<file path="config.mk">
export PLATFORM = sky130hd
export DESIGN_NAME = ac_e_sequencer_flat
export DESIGN_NICKNAME = d
export VERILOG_FILES = /design/src/rtl/ac_e_sequencer_if.sv /design/src/rtl/ac_e_sequencer.sv /design/src/flat_wrapper.sv
export SDC_FILE = /design/constraint.sdc
export NUM_CORES = 1
export LEC_CHECK = 0
export CAP_MARGIN = 30
export CORE_ASPECT_RATIO = 2
export CORE_UTILIZATION = 43
export CTS_BUF_LIST = sky130_fd_sc_hd__clkbuf_4 sky130_fd_sc_hd__clkbuf_8 sky130_fd_sc_hd__clkbuf_16
export CTS_CLUSTER_SIZE = 28
export DETAILED_ROUTE_END_ITERATION = 10
export PLACE_DENSITY = 0.85
export SETUP_SLACK_MARGIN = 0.02
export SLEW_MARGIN = 10
export SYNTH_ARGS = -nofsm -noshare
export SYNTH_HDL_FRONTEND = slang
export SYNTH_SLANG_ARGS = --single-unit
export TNS_END_PERCENT = 1
</file>
<file path="constraint.sdc">
create_clock -name clk -period 3.9 [get_ports clk]
set_clock_uncertainty 0.1 [all_clocks]
set_input_delay 1.17 -clock clk [delete_from_list [all_inputs] [get_ports clk]]
set_output_delay 1.17 -clock clk [all_outputs]
set_load 0.05 [all_outputs]
</file>
<file path="src/rtl/ac_e_sequencer_if.sv">
`default_nettype none
// +--------------------------------------------------------------------+
// | ac_e_sequencer_if: command, ALU and status bundle for AC/E sequencer |
// | Revision: 1.0                                                       |
// +--------------------------------------------------------------------+
interface ac_e_sequencer_if #(
  parameter int WIDTH = 16
);
  logic             cmd_valid;
  logic             cmd_ready;
  logic [3:0]       cmd_op;
  logic [WIDTH-1:0] cmd_dr;

  logic [WIDTH-1:0] alu_ac;
  logic [WIDTH-1:0] alu_dr;
  logic             alu_e;
  logic [2:0]       alu_opsel;
  logic [WIDTH-1:0] alu_result;
  logic             alu_co;
  logic             alu_ovf;

  logic [WIDTH-1:0] ac;
  logic             e;
  logic             ovf;
  logic             done;
  logic             skip;

  // Sequencer side
  modport slave (
    input  cmd_valid, cmd_op, cmd_dr, alu_result, alu_co, alu_ovf,
    output cmd_ready, alu_ac, alu_dr, alu_e, alu_opsel, ac, e, ovf, done, skip
  );

  // Control unit / ALU side
  modport master (
    output cmd_valid, cmd_op, cmd_dr, alu_result, alu_co, alu_ovf,
    input  cmd_ready, alu_ac, alu_dr, alu_e, alu_opsel, ac, e, ovf, done, skip
  );
endinterface
`default_nettype wire

</file>
<file path="src/rtl/ac_e_sequencer.sv">
`default_nettype none
// +--------------------------------------------------------------------+
// | ac_e_sequencer: owns AC/E, drives the ALU, evaluates skip tests     |
// | Revision: 1.0                                                       |
// +--------------------------------------------------------------------+
module ac_e_sequencer #(
  parameter int WIDTH = 16
) (
  input  wire logic       clk,
  input  wire logic       rst_n,
  ac_e_sequencer_if.slave bus
);

  typedef enum logic [1:0] {
    ST_IDLE = 2'd0,
    ST_EXEC = 2'd1,
    ST_DONE = 2'd2
  } state_t;

  localparam logic [3:0] OP_AND = 4'd1;
  localparam logic [3:0] OP_ADD = 4'd2;
  localparam logic [3:0] OP_LDA = 4'd3;
  localparam logic [3:0] OP_CLA = 4'd4;
  localparam logic [3:0] OP_CLE = 4'd5;
  localparam logic [3:0] OP_CMA = 4'd6;
  localparam logic [3:0] OP_CME = 4'd7;
  localparam logic [3:0] OP_CIR = 4'd8;
  localparam logic [3:0] OP_CIL = 4'd9;
  localparam logic [3:0] OP_INC = 4'd10;
  localparam logic [3:0] OP_SPA = 4'd11;
  localparam logic [3:0] OP_SNA = 4'd12;
  localparam logic [3:0] OP_SZA = 4'd13;
  localparam logic [3:0] OP_SZE = 4'd14;

  localparam logic [2:0] SEL_ADD  = 3'b000;
  localparam logic [2:0] SEL_AND  = 3'b001;
  localparam logic [2:0] SEL_XFER = 3'b010;
  localparam logic [2:0] SEL_CMA  = 3'b011;
  localparam logic [2:0] SEL_CIR  = 3'b100;
  localparam logic [2:0] SEL_CIL  = 3'b101;

  localparam logic [WIDTH-1:0] ONE = {{(WIDTH-1){1'b0}}, 1'b1};

  state_t           state_q, state_d;
  logic [3:0]       op_q, op_d;
  logic [WIDTH-1:0] dr_q, dr_d;
  logic [WIDTH-1:0] ac_q, ac_d;
  logic             e_q, e_d;
  logic             ovf_q, ovf_d;
  logic             skip_q, skip_d;

  logic             cmd_ready;
  logic             accept;
  logic [2:0]       opsel;
  logic             skip_cond;

  assign cmd_ready = (state_q == ST_IDLE) && rst_n;
  assign accept    = bus.cmd_valid && cmd_ready;

  // ALU select is only meaningful in EXEC; elsewhere it parks on transfer.
  always_comb begin
    opsel = SEL_XFER;
    if (state_q == ST_EXEC) begin
      case (op_q)
        OP_AND:         opsel = SEL_AND;
        OP_ADD, OP_INC: opsel = SEL_ADD;
        OP_LDA:         opsel = SEL_XFER;
        OP_CMA:         opsel = SEL_CMA;
        OP_CIR:         opsel = SEL_CIR;
        OP_CIL:         opsel = SEL_CIL;
        default:        opsel = SEL_XFER;
      endcase
    end
  end

  always_comb begin
    skip_cond = 1'b0;
    case (op_q)
      OP_SPA:  skip_cond = ~ac_q[WIDTH-1];
      OP_SNA:  skip_cond = ac_q[WIDTH-1];
      OP_SZA:  skip_cond = (ac_q == '0);
      OP_SZE:  skip_cond = ~e_q;
      default: skip_cond = 1'b0;
    endcase
  end

  always_comb begin
    state_d = state_q;
    op_d    = op_q;
    dr_d    = dr_q;
    ac_d    = ac_q;
    e_d     = e_q;
    ovf_d   = ovf_q;
    skip_d  = skip_q;
    case (state_q)
      ST_IDLE: begin
        if (accept) begin
          op_d    = bus.cmd_op;
          dr_d    = bus.cmd_dr;
          state_d = ST_EXEC;
        end
      end
      ST_EXEC: begin
        state_d = ST_DONE;
        skip_d  = skip_cond;
        case (op_q)
          OP_AND, OP_LDA, OP_CMA: ac_d = bus.alu_result;
          OP_ADD: begin
            ac_d  = bus.alu_result;
            e_d   = bus.alu_co;
            ovf_d = bus.alu_ovf;
          end
          OP_CIR, OP_CIL: begin
            ac_d = bus.alu_result;
            e_d  = bus.alu_co;
          end
          OP_INC: begin
            ac_d  = bus.alu_result;
            ovf_d = bus.alu_ovf;
          end
          OP_CLA:  ac_d = '0;
          OP_CLE:  e_d  = 1'b0;
          OP_CME:  e_d  = ~e_q;
          default: ;
        endcase
      end
      ST_DONE: begin
        state_d = ST_IDLE;
        skip_d  = 1'b0;
      end
      default: state_d = ST_IDLE;
    endcase
  end

  always_ff @(posedge clk) begin
    if (!rst_n) begin
      state_q <= ST_IDLE;
      op_q    <= '0;
      dr_q    <= '0;
      ac_q    <= '0;
      e_q     <= 1'b0;
      ovf_q   <= 1'b0;
      skip_q  <= 1'b0;
    end else begin
      state_q <= state_d;
      op_q    <= op_d;
      dr_q    <= dr_d;
      ac_q    <= ac_d;
      e_q     <= e_d;
      ovf_q   <= ovf_d;
      skip_q  <= skip_d;
    end
  end

  assign bus.cmd_ready = cmd_ready;
  assign bus.alu_ac    = ac_q;
  assign bus.alu_e     = e_q;
  assign bus.alu_dr    = ((state_q == ST_EXEC) && (op_q == OP_INC)) ? ONE : dr_q;
  assign bus.alu_opsel = opsel;
  assign bus.ac        = ac_q;
  assign bus.e         = e_q;
  assign bus.ovf       = ovf_q;
  assign bus.done      = (state_q == ST_DONE);
  assign bus.skip      = skip_q;

endmodule
`default_nettype wire

</file>
<file path="src/flat_wrapper.sv">
// flat-port wrapper written by rule: the top's interface ports become plain ports
module ac_e_sequencer_flat 
#(
  parameter int WIDTH = 16
)
  (clk, rst_n, bus_cmd_valid, bus_cmd_op, bus_cmd_dr, bus_alu_result, bus_alu_co, bus_alu_ovf, bus_cmd_ready, bus_alu_ac, bus_alu_dr, bus_alu_e, bus_alu_opsel, bus_ac, bus_e, bus_ovf, bus_done, bus_skip);
  ac_e_sequencer_if #(.WIDTH(WIDTH)) bus_i ();
  input  wire logic clk;
  input  wire logic rst_n;
  input wire logic [$bits(bus_i.cmd_valid)-1:0] bus_cmd_valid;
  input wire logic [$bits(bus_i.cmd_op)-1:0] bus_cmd_op;
  input wire logic [$bits(bus_i.cmd_dr)-1:0] bus_cmd_dr;
  input wire logic [$bits(bus_i.alu_result)-1:0] bus_alu_result;
  input wire logic [$bits(bus_i.alu_co)-1:0] bus_alu_co;
  input wire logic [$bits(bus_i.alu_ovf)-1:0] bus_alu_ovf;
  output wire logic [$bits(bus_i.cmd_ready)-1:0] bus_cmd_ready;
  output wire logic [$bits(bus_i.alu_ac)-1:0] bus_alu_ac;
  output wire logic [$bits(bus_i.alu_dr)-1:0] bus_alu_dr;
  output wire logic [$bits(bus_i.alu_e)-1:0] bus_alu_e;
  output wire logic [$bits(bus_i.alu_opsel)-1:0] bus_alu_opsel;
  output wire logic [$bits(bus_i.ac)-1:0] bus_ac;
  output wire logic [$bits(bus_i.e)-1:0] bus_e;
  output wire logic [$bits(bus_i.ovf)-1:0] bus_ovf;
  output wire logic [$bits(bus_i.done)-1:0] bus_done;
  output wire logic [$bits(bus_i.skip)-1:0] bus_skip;
  assign bus_i.cmd_valid = bus_cmd_valid;
  assign bus_i.cmd_op = bus_cmd_op;
  assign bus_i.cmd_dr = bus_cmd_dr;
  assign bus_i.alu_result = bus_alu_result;
  assign bus_i.alu_co = bus_alu_co;
  assign bus_i.alu_ovf = bus_alu_ovf;
  assign bus_cmd_ready = bus_i.cmd_ready;
  assign bus_alu_ac = bus_i.alu_ac;
  assign bus_alu_dr = bus_i.alu_dr;
  assign bus_alu_e = bus_i.alu_e;
  assign bus_alu_opsel = bus_i.alu_opsel;
  assign bus_ac = bus_i.ac;
  assign bus_e = bus_i.e;
  assign bus_ovf = bus_i.ovf;
  assign bus_done = bus_i.done;
  assign bus_skip = bus_i.skip;
  ac_e_sequencer #(.WIDTH(WIDTH)) u_core (.clk(clk), .rst_n(rst_n), .bus(bus_i));
endmodule
</file>
==> run summary, run 1 <==
total overflow reported by the global router: 0
Tcrit/Tclk final: 0.894
TritonCTS clock tree: done
endpoints failing setup: 0
antenna violations before repair: 0
buffering stage count on the worst path with inverters included: 2
vias per inst: 5.11
worst slew margin relative to its limit: 0.584
Worst EP arrival: 2.22 ns
global-route wire length before repair: 7.73 mm
maximum vdd drop: 0.000394 V
number of CTS-inserted buffers: 5
slew at the pin closest to its max-slew limit: 0.623 ns
number of enable-type register cells in the synthesized netlist: 0
final total negative setup slack: 0 ns
number of pins exceeding their max-slew limit in the final report: 0
cells along the critical path: inv_2, and3_1, a31oi_1, nor2b_1, clkdlybuf4s50_1
Area growth, synth to finish: 51.8%
maximum single-stage delay on the critical path: 0.71 ns
max layer used: met4
total track usage: 0.203
adder-cell share of the synthesized area: 0.0190
post-detailed-route count of antenna-violating nets: 0
XOR/XNOR share of the synthesized area: 0.00444
maximum frequency from static timing analysis: 0.287 GHz
Die Footprint: 4880 µm²
leakage power: 1.35 nW
DR vias: 1783
Routed WL: 4.73 mm
Hold-fix buffers, CTS: 0
maximum buffer depth of the clock tree: 2
area fraction of the dominant cell type after synthesis: 0.416
Compound-Gate Fraction of Synth Area: 0.178
sinks on the clock net: 41
met2 WL: 2.67 mm
post-synth net total: 262
yosys warns: 0
summed instance area of the synthesized netlist: 1970 µm²
cell type with the highest aggregate area in the netlist: sky130_fd_sc_hd__dfxtp_1
largest family of logic cells by synthesized area: simple AND/OR/NAND/NOR gates
H-tree depth: 2
Critical Path RT: 2.63 ns
Avg Synthesized Cell Area: 9.05 µm²
run status: finished, final reports clean
detail-routed net length per standard cell: 13.5 µm
number of endpoints with negative hold slack in the final report: 0
worst min path class: flip-flop to flip-flop
Met3 Wirelength: 250 µm
total power of the final layout: 1.20 mW
asr flop ratio synth: 0
kind of end point of the critical path: output port
clock latency on the worst-skew pair: 0.29 ns
post-route minimum period: 3.49 ns
Max-Cap Viols: 0
Crit Path Max Fanout: 10
Buffers on Ports: 97
met1 wire length: 1.72 mm
remaining routing DRC violations: 0
Synth Area in Simple Gates: 0.247
unrepaired setup endpoints after global routing: no
initial cell density of the core: 0.450
I/O pins: 98
DR pass1 iterations: 3
proportion of synthesized chip area in sequential cells: 0.416
# diodes: 0
multiplexer share of the synthesized area: 0.0102
sort of element at the start of the critical path: flip-flop
share of final-layout standard cells stronger than drive strength 1: 0.0780
Post-layout nets: 338
Clock Tree Root: sky130_fd_sc_hd__clkbuf_8
#FFs+latches synth: 41
vias in the first global route: 1740
pin count of the biggest net entering global routing: 41
gate count after technology mapping: 218
Clock Pin Slew Worst Setup and Hold Paths: 0.08 ns
Setup CP Type: flip-flop to output port
Pwr per Cell Area: 401 nW/µm²
prevailing post-synth register cell: sky130_fd_sc_hd__dfxtp_1
most common cell in the synthesized netlist: sky130_fd_sc_hd__nand2_1
family of cells with the greatest summed delay on the critical path: buffers and inverters
Fill cells: 357
Post-DP HPWL: 3.52 mm
weighted congestion reported at the end of routability-driven placement: 0.834
Die Span Y: 97.8 µm
die boundary width: 49.9 µm
number of setup buffers added after CTS: 0
1st-iter DRT viols: 14
Placeable Area: 4380 µm²
Std-Cell Rows: 34
Synth area leaders: sky130_fd_sc_hd__dfxtp_1, sky130_fd_sc_hd__buf_4, sky130_fd_sc_hd__nand2_1
Yosys cell types: 44
top cells by instance count after synthesis: sky130_fd_sc_hd__nand2_1, sky130_fd_sc_hd__dfxtp_1, sky130_fd_sc_hd__buf_4
Max stage delay cell, worst path: sky130_fd_sc_hd__clkdlybuf4s50_1
-- worst paths after layout --
check                                        from                to  slack (ns)  cells past startpoint
worst max-delay path               u_core.op_q[2]  bus_alu_opsel[0]        0.41                      5
worst min-delay path              u_core.dr_q[13]   u_core.dr_q[13]        0.36                      2
worst max register to register  u_core.state_q[1]  u_core.bus.ac[6]        2.13                      5
worst min register to register    u_core.dr_q[13]   u_core.dr_q[13]        0.36                      2
-- metal layers --
layer / vias to the layer above / track usage
met1: 827 / 0.196
met5: - / 0
met2: 68 / 0.388
met4: 0 / 0.0725
met3: 8 / 0.0561
li1: 880 / -
-- placed cells by master (no fill, tap or decap), types with 2 or more instances in the layout --
| master | netlist | routed |
|---|---|---|
| sky130_fd_sc_hd__and2_1 | 16 | 16 |
| sky130_fd_sc_hd__buf_4 | 21 | 3 |
| sky130_fd_sc_hd__and3_1 | 2 | 2 |
| sky130_fd_sc_hd__nor2_1 | 3 | 3 |
| sky130_fd_sc_hd__nand3b_1 | 2 | 2 |
| sky130_fd_sc_hd__nand2_1 | 42 | 41 |
| sky130_fd_sc_hd__o21ai_0 | 18 | 18 |
| sky130_fd_sc_hd__inv_2 | 2 | 2 |
| sky130_fd_sc_hd__a22o_1 | 16 | 16 |
| sky130_fd_sc_hd__nor4_1 | 3 | 3 |
| sky130_fd_sc_hd__ha_1 | 3 | 3 |
| sky130_fd_sc_hd__nand2b_1 | 2 | 2 |
| sky130_fd_sc_hd__o31ai_1 | 2 | 2 |
| sky130_fd_sc_hd__nor2b_1 | 4 | 4 |
| sky130_fd_sc_hd__nor3_1 | 2 | 2 |
| sky130_fd_sc_hd__clkbuf_8 | 0 | 5 |
| sky130_fd_sc_hd__dfxtp_1 | 41 | 41 |
| sky130_fd_sc_hd__inv_1 | 4 | 4 |
| sky130_fd_sc_hd__clkdlybuf4s50_1 | 0 | 80 |
| sky130_fd_sc_hd__nand4_1 | 2 | 2 |
| sky130_fd_sc_hd__dlymetal6s2s_1 | 0 | 15 |
| sky130_fd_sc_hd__bufinv_16 | 0 | 2 |
| sky130_fd_sc_hd__mux2i_1 | 2 | 2 |
-- stage by stage --
stage / setup WS, ns / hold WS (ns) / util / std cells / instance area (µm²)
2_1_floorplan: 0.899 / 0.331 / - / 218 / 1970
3_3_place_gp: 0.390 / 0.341 / 0.644 / 341 / 2820
3_5_place_dp: 0.338 / 0.349 / 0.644 / 341 / 2820
4_1_cts: 0.0136 / 0.361 / 0.674 / 349 / 2950
5_1_grt: 0.271 / 0.377 / 0.683 / 349 / 2990
6_report: 0.414 / 0.356 / 0.683 / 349 / 2990
-- worst min-delay path, delay by kind of cell, from the launching register on --
family / cells / cell delay [ns]
flops: 1 / 0.31
compound gates: 1 / 0.06
simple gates: 1 / 0.04
-- cells by family after synthesis --
group | after synthesis
compound gates | 46
simple gates | 88
fa+ha+maj | 3
buf+inv | 37
xor+xnor | 1
flops | 41
mux | 2
-- cell type report --
type / count / area, µm² / share of cell area
flip-flops and latches: 41 / 821 / 0.274
well taps: 54 / 67.6 / 0.0226
multi-input cells: 140 / 908 / 0.304
clock inverters: 3 / 65.1 / 0.0217
clock buffers: 5 / 68.8 / 0.0230
inverters: 6 / 22.5 / 0.00753
repair buffers: 100 / 1040 / 0.347
-- flip-flops by register name, indices dropped and copies added (netlist names) --
name and count:
u_core.dr_q 16, u_core.bus.ac 16, u_core.bus.skip 1, u_core.op_q 4, u_core.state_q 2, u_core.bus.ovf 1, u_core.bus.alu_e 1
-- report_power, final --
part	switching (mW)	total [mW]	internal (mW)
logic	0.193	0.327	0.133
clock network	0.147	0.401	0.254
registers	0.0265	0.473	0.446
total	0.366	1.20	0.834
-- repair_timing --
item	in CTS	in global routing
pin swaps	0	0
endpoints found under the setup margin	6	15
resized for setup	1	16
(Power assumes the default switching activity.)
==> run 2, diff against run 1 <==
--- a/config.mk
+++ b/config.mk
@@ -7,6 +7,7 @@
 export LEC_CHECK = 0
 export CAP_MARGIN = 30
 export CORE_ASPECT_RATIO = 2
+export CORE_MARGIN = 4
 export CORE_UTILIZATION = 43
 export CTS_BUF_LIST = sky130_fd_sc_hd__clkbuf_4 sky130_fd_sc_hd__clkbuf_8 sky130_fd_sc_hd__clkbuf_16
 export CTS_CLUSTER_SIZE = 28
==> run 2 against run 1 <==
Total power fell by 3.9%. Non-clock buffer count unchanged. Die area grew 19%. Design area decreased by 0.54%. Register-to-register slack got worse by 0.02 ns. Via count shrank 1.1%. Clock power shrank 12%. Global-route usage is 2.7 points lower. Core utilization shrank 0.37 points. Sequential share of layout area up 0.15 points. Critical path type unchanged.
==> run summary, run 2 (synthesized netlist as in run 1, its figures left out) <==
cells along the critical path: inv_1, ha_1, nor4b_4, nand2_2, and2_1, clkdlybuf4s50_1
family of cells with the greatest summed delay on the critical path: buffers and inverters
Die Span Y: 104 µm (+6.1%)
leakage power: 1.32 nW (-2.0%)
Crit Path Max Fanout: 16 (+6)
Pwr per Cell Area: 388 nW/µm² (-3.4%)
maximum single-stage delay on the critical path: 0.69 ns (-0.02 ns)
endpoints failing setup: 0 (unchanged)
Setup CP Type: flip-flop to output port
Max stage delay cell, worst path: sky130_fd_sc_hd__clkdlybuf4s50_1
leading cell types in the layout, fill and taps excluded: sky130_fd_sc_hd__clkdlybuf4s50_1, sky130_fd_sc_hd__nand2_1, sky130_fd_sc_hd__dfxtp_1
total net switching power: 0.366 mW (-0.17%)
Routed WL: 5.07 mm (+7.3%)
share of final-layout standard cells stronger than drive strength 1: 0.0780 (unchanged)
Hold-fix buffers, CTS: 0 (unchanged)
Area growth, synth to finish: 51.0%
I/O pins: 98 (unchanged)
maximum frequency from static timing analysis: 0.267 GHz (-6.9%)
Worst EP arrival: 2.47 ns (+0.25 ns)
1st-iter DRT viols: 26 (+12)
maximum buffer depth of the clock tree: 2 (unchanged)
part of the total power dissipated in the clock network: 0.305 (-0.029)
remaining routing DRC violations: 0 (unchanged)
clock latency on the worst-skew pair: 0.29 ns (about the same)
share of power burned in combinational logic: 0.284 (+0.012)
Std-Cell Rows: 34 (unchanged)
total overflow reported by the global router: 0 (unchanged)
non-filler instance count after layout: 349 (unchanged)
TritonCTS clock tree: done
Critical Path RT: 2.63 ns (about the same)
number of CTS-inserted buffers: 5 (unchanged)
kind of end point of the critical path: output port
final core utilization: 0.679 (-0.00371)
vias in the first global route: 1815 (+4.3%)
sinks on the clock net: 41 (unchanged)
most common library cell in the layout ignoring fill and taps: sky130_fd_sc_hd__clkdlybuf4s50_1
DR vias: 1764 (-1.1%)
maximum vdd drop: 0.000330 V (-16%)
Post-layout nets: 338 (unchanged)
total track usage: 0.176 (-0.0265)
number of endpoints with negative hold slack in the final report: 0 (unchanged)
number of pins exceeding their max-slew limit in the final report: 0 (unchanged)
Tcrit/Tclk final: 0.960 (+0.0659)
antenna violations before repair: 0 (unchanged)
die boundary width: 55.9 µm (+12%)
post-route minimum period: 3.74 ns (+0.257 ns)
Die Footprint: 5800 µm² (+19%)
final total negative setup slack: 0 ns (unchanged)
Placeable Area: 4380 µm² (unchanged)
weighted congestion reported at the end of routability-driven placement: 0.869 (+4.3%)
initial cell density of the core: 0.450 (unchanged)
number of setup buffers added after CTS: 0 (unchanged)
Fill cells: 372 (+4.2%)
switching share of power: 0.317 (+0.0118)
unrepaired setup endpoints after global routing: yes
pin count of the biggest net entering global routing: 41 (unchanged)
internal cell power: 0.788 mW (-5.5%)
Clock Tree Root: sky130_fd_sc_hd__clkbuf_8
# diodes: 0 (unchanged)
placed cell count: 341 (unchanged)
worst slew margin relative to its limit: 0.582 (-0.00219)
total power of the final layout: 1.15 mW (-3.9%)
run status: finished, final reports clean
global-route wire length before repair: 8.42 mm (+9.0%)
vias per inst: 5.05 (-1.1%)
Buffers on Ports: 97 (unchanged)
Reg power frac: 0.411 (+0.017)
H-tree depth: 2 (unchanged)
detail-routed net length per standard cell: 14.5 µm (+7.3%)
DR pass1 iterations: 4 (+1)
Clock Pin Slew Worst Setup and Hold Paths: 0.08 ns (about the same)
Max-Cap Viols: 0 (unchanged)
worst min path class: flip-flop to flip-flop
Post-DP HPWL: 3.96 mm (+13%)
post-detailed-route count of antenna-violating nets: 0 (unchanged)
sort of element at the start of the critical path: flip-flop
slew at the pin closest to its max-slew limit: 0.626 ns (+0.00329 ns)
buffering stage count on the worst path with inverters included: 2 (unchanged)
-- run 2: cell count changes in the layout (fill, tap and decap cells not counted) --
cell,delta
sky130_fd_sc_hd__bufinv_16,-1
sky130_fd_sc_hd__clkbuf_8,+1
sky130_fd_sc_hd__clkdlybuf4s50_1,+1
sky130_fd_sc_hd__clkinv_2,-1
sky130_fd_sc_hd__clkinvlp_4,+1
sky130_fd_sc_hd__dlymetal6s2s_1,-1
-- run 2: worst paths after layout --
| kind | from | endpoint | slack (ns) | cells past startpoint |
|---|---|---|---|---|
| worst min register to register | u_core.dr_q[10] | u_core.dr_q[10] | 0.36 | 2 |
| worst min-delay path | u_core.dr_q[10] | u_core.dr_q[10] | 0.36 | 2 |
| worst max register to register | u_core.op_q[3] | u_core.bus.ac[6] | 2.11 | 4 |
| worst max-delay path | u_core.state_q[1] | bus_alu_dr[4] | 0.16 | 6 |
-- run 2: tightest hold or removal path, delay by kind of cell, from the launching register on --
kind / cells / cell delay (ns)
AOI/OAI and AO/OA: 1 / 0.06
DFF: 1 / 0.31
and+or+nand+nor: 1 / 0.04
-- run 2: timing repair --
action,in CTS,in global routing
endpoints found under the setup margin,15,15
gates resized for setup,1,15
pin swaps,0,0
-- run 2: final cells by class --
class                           instances  area, µm²  area share
Sequential cell                        41        821       0.276
Clock buffer                            6       82.6      0.0277
Clock inverter                          2       37.5      0.0126
Inverter                                6       22.5     0.00757
Timing Repair Buffer                  100       1040       0.348
Multi-Input combinational cell        140        908       0.305
Tap cell                               54       67.6      0.0227
-- run 2: power by group through the flow --
stage,combinational (mW),clock [mW],sequential [mW]
floorplan,0.203,0,0.500
global placement,0.326,0,0.483
detailed placement,0.332,0,0.483
global route,0.346,0.378,0.479
CTS,0.332,0.362,0.474
finish,0.327,0.352,0.474
-- run 2: metal layers --
metal,GRT usage,up-vias,wire length [µm]
li1,-,882,-
met5,0,-,0
met4,0.0509,0,58
met1,0.175,808,1840
met2,0.352,67,2880
met3,0.0336,7,291
-- run 2: stage by stage --
| step | hold slack [ns] | worst slack (ns) | cell area [µm²] |
|---|---|---|---|
| floorplan | 0.331 | 0.899 | 1970 |
| global placement | 0.342 | 0.399 | 2820 |
| detailed placement | 0.348 | 0.333 | 2820 |
| CTS | 0.362 | 0.00386 | 2940 |
| global route | 0.379 | -0.0142 | 2980 |
| finish | 0.355 | 0.157 | 2980 |
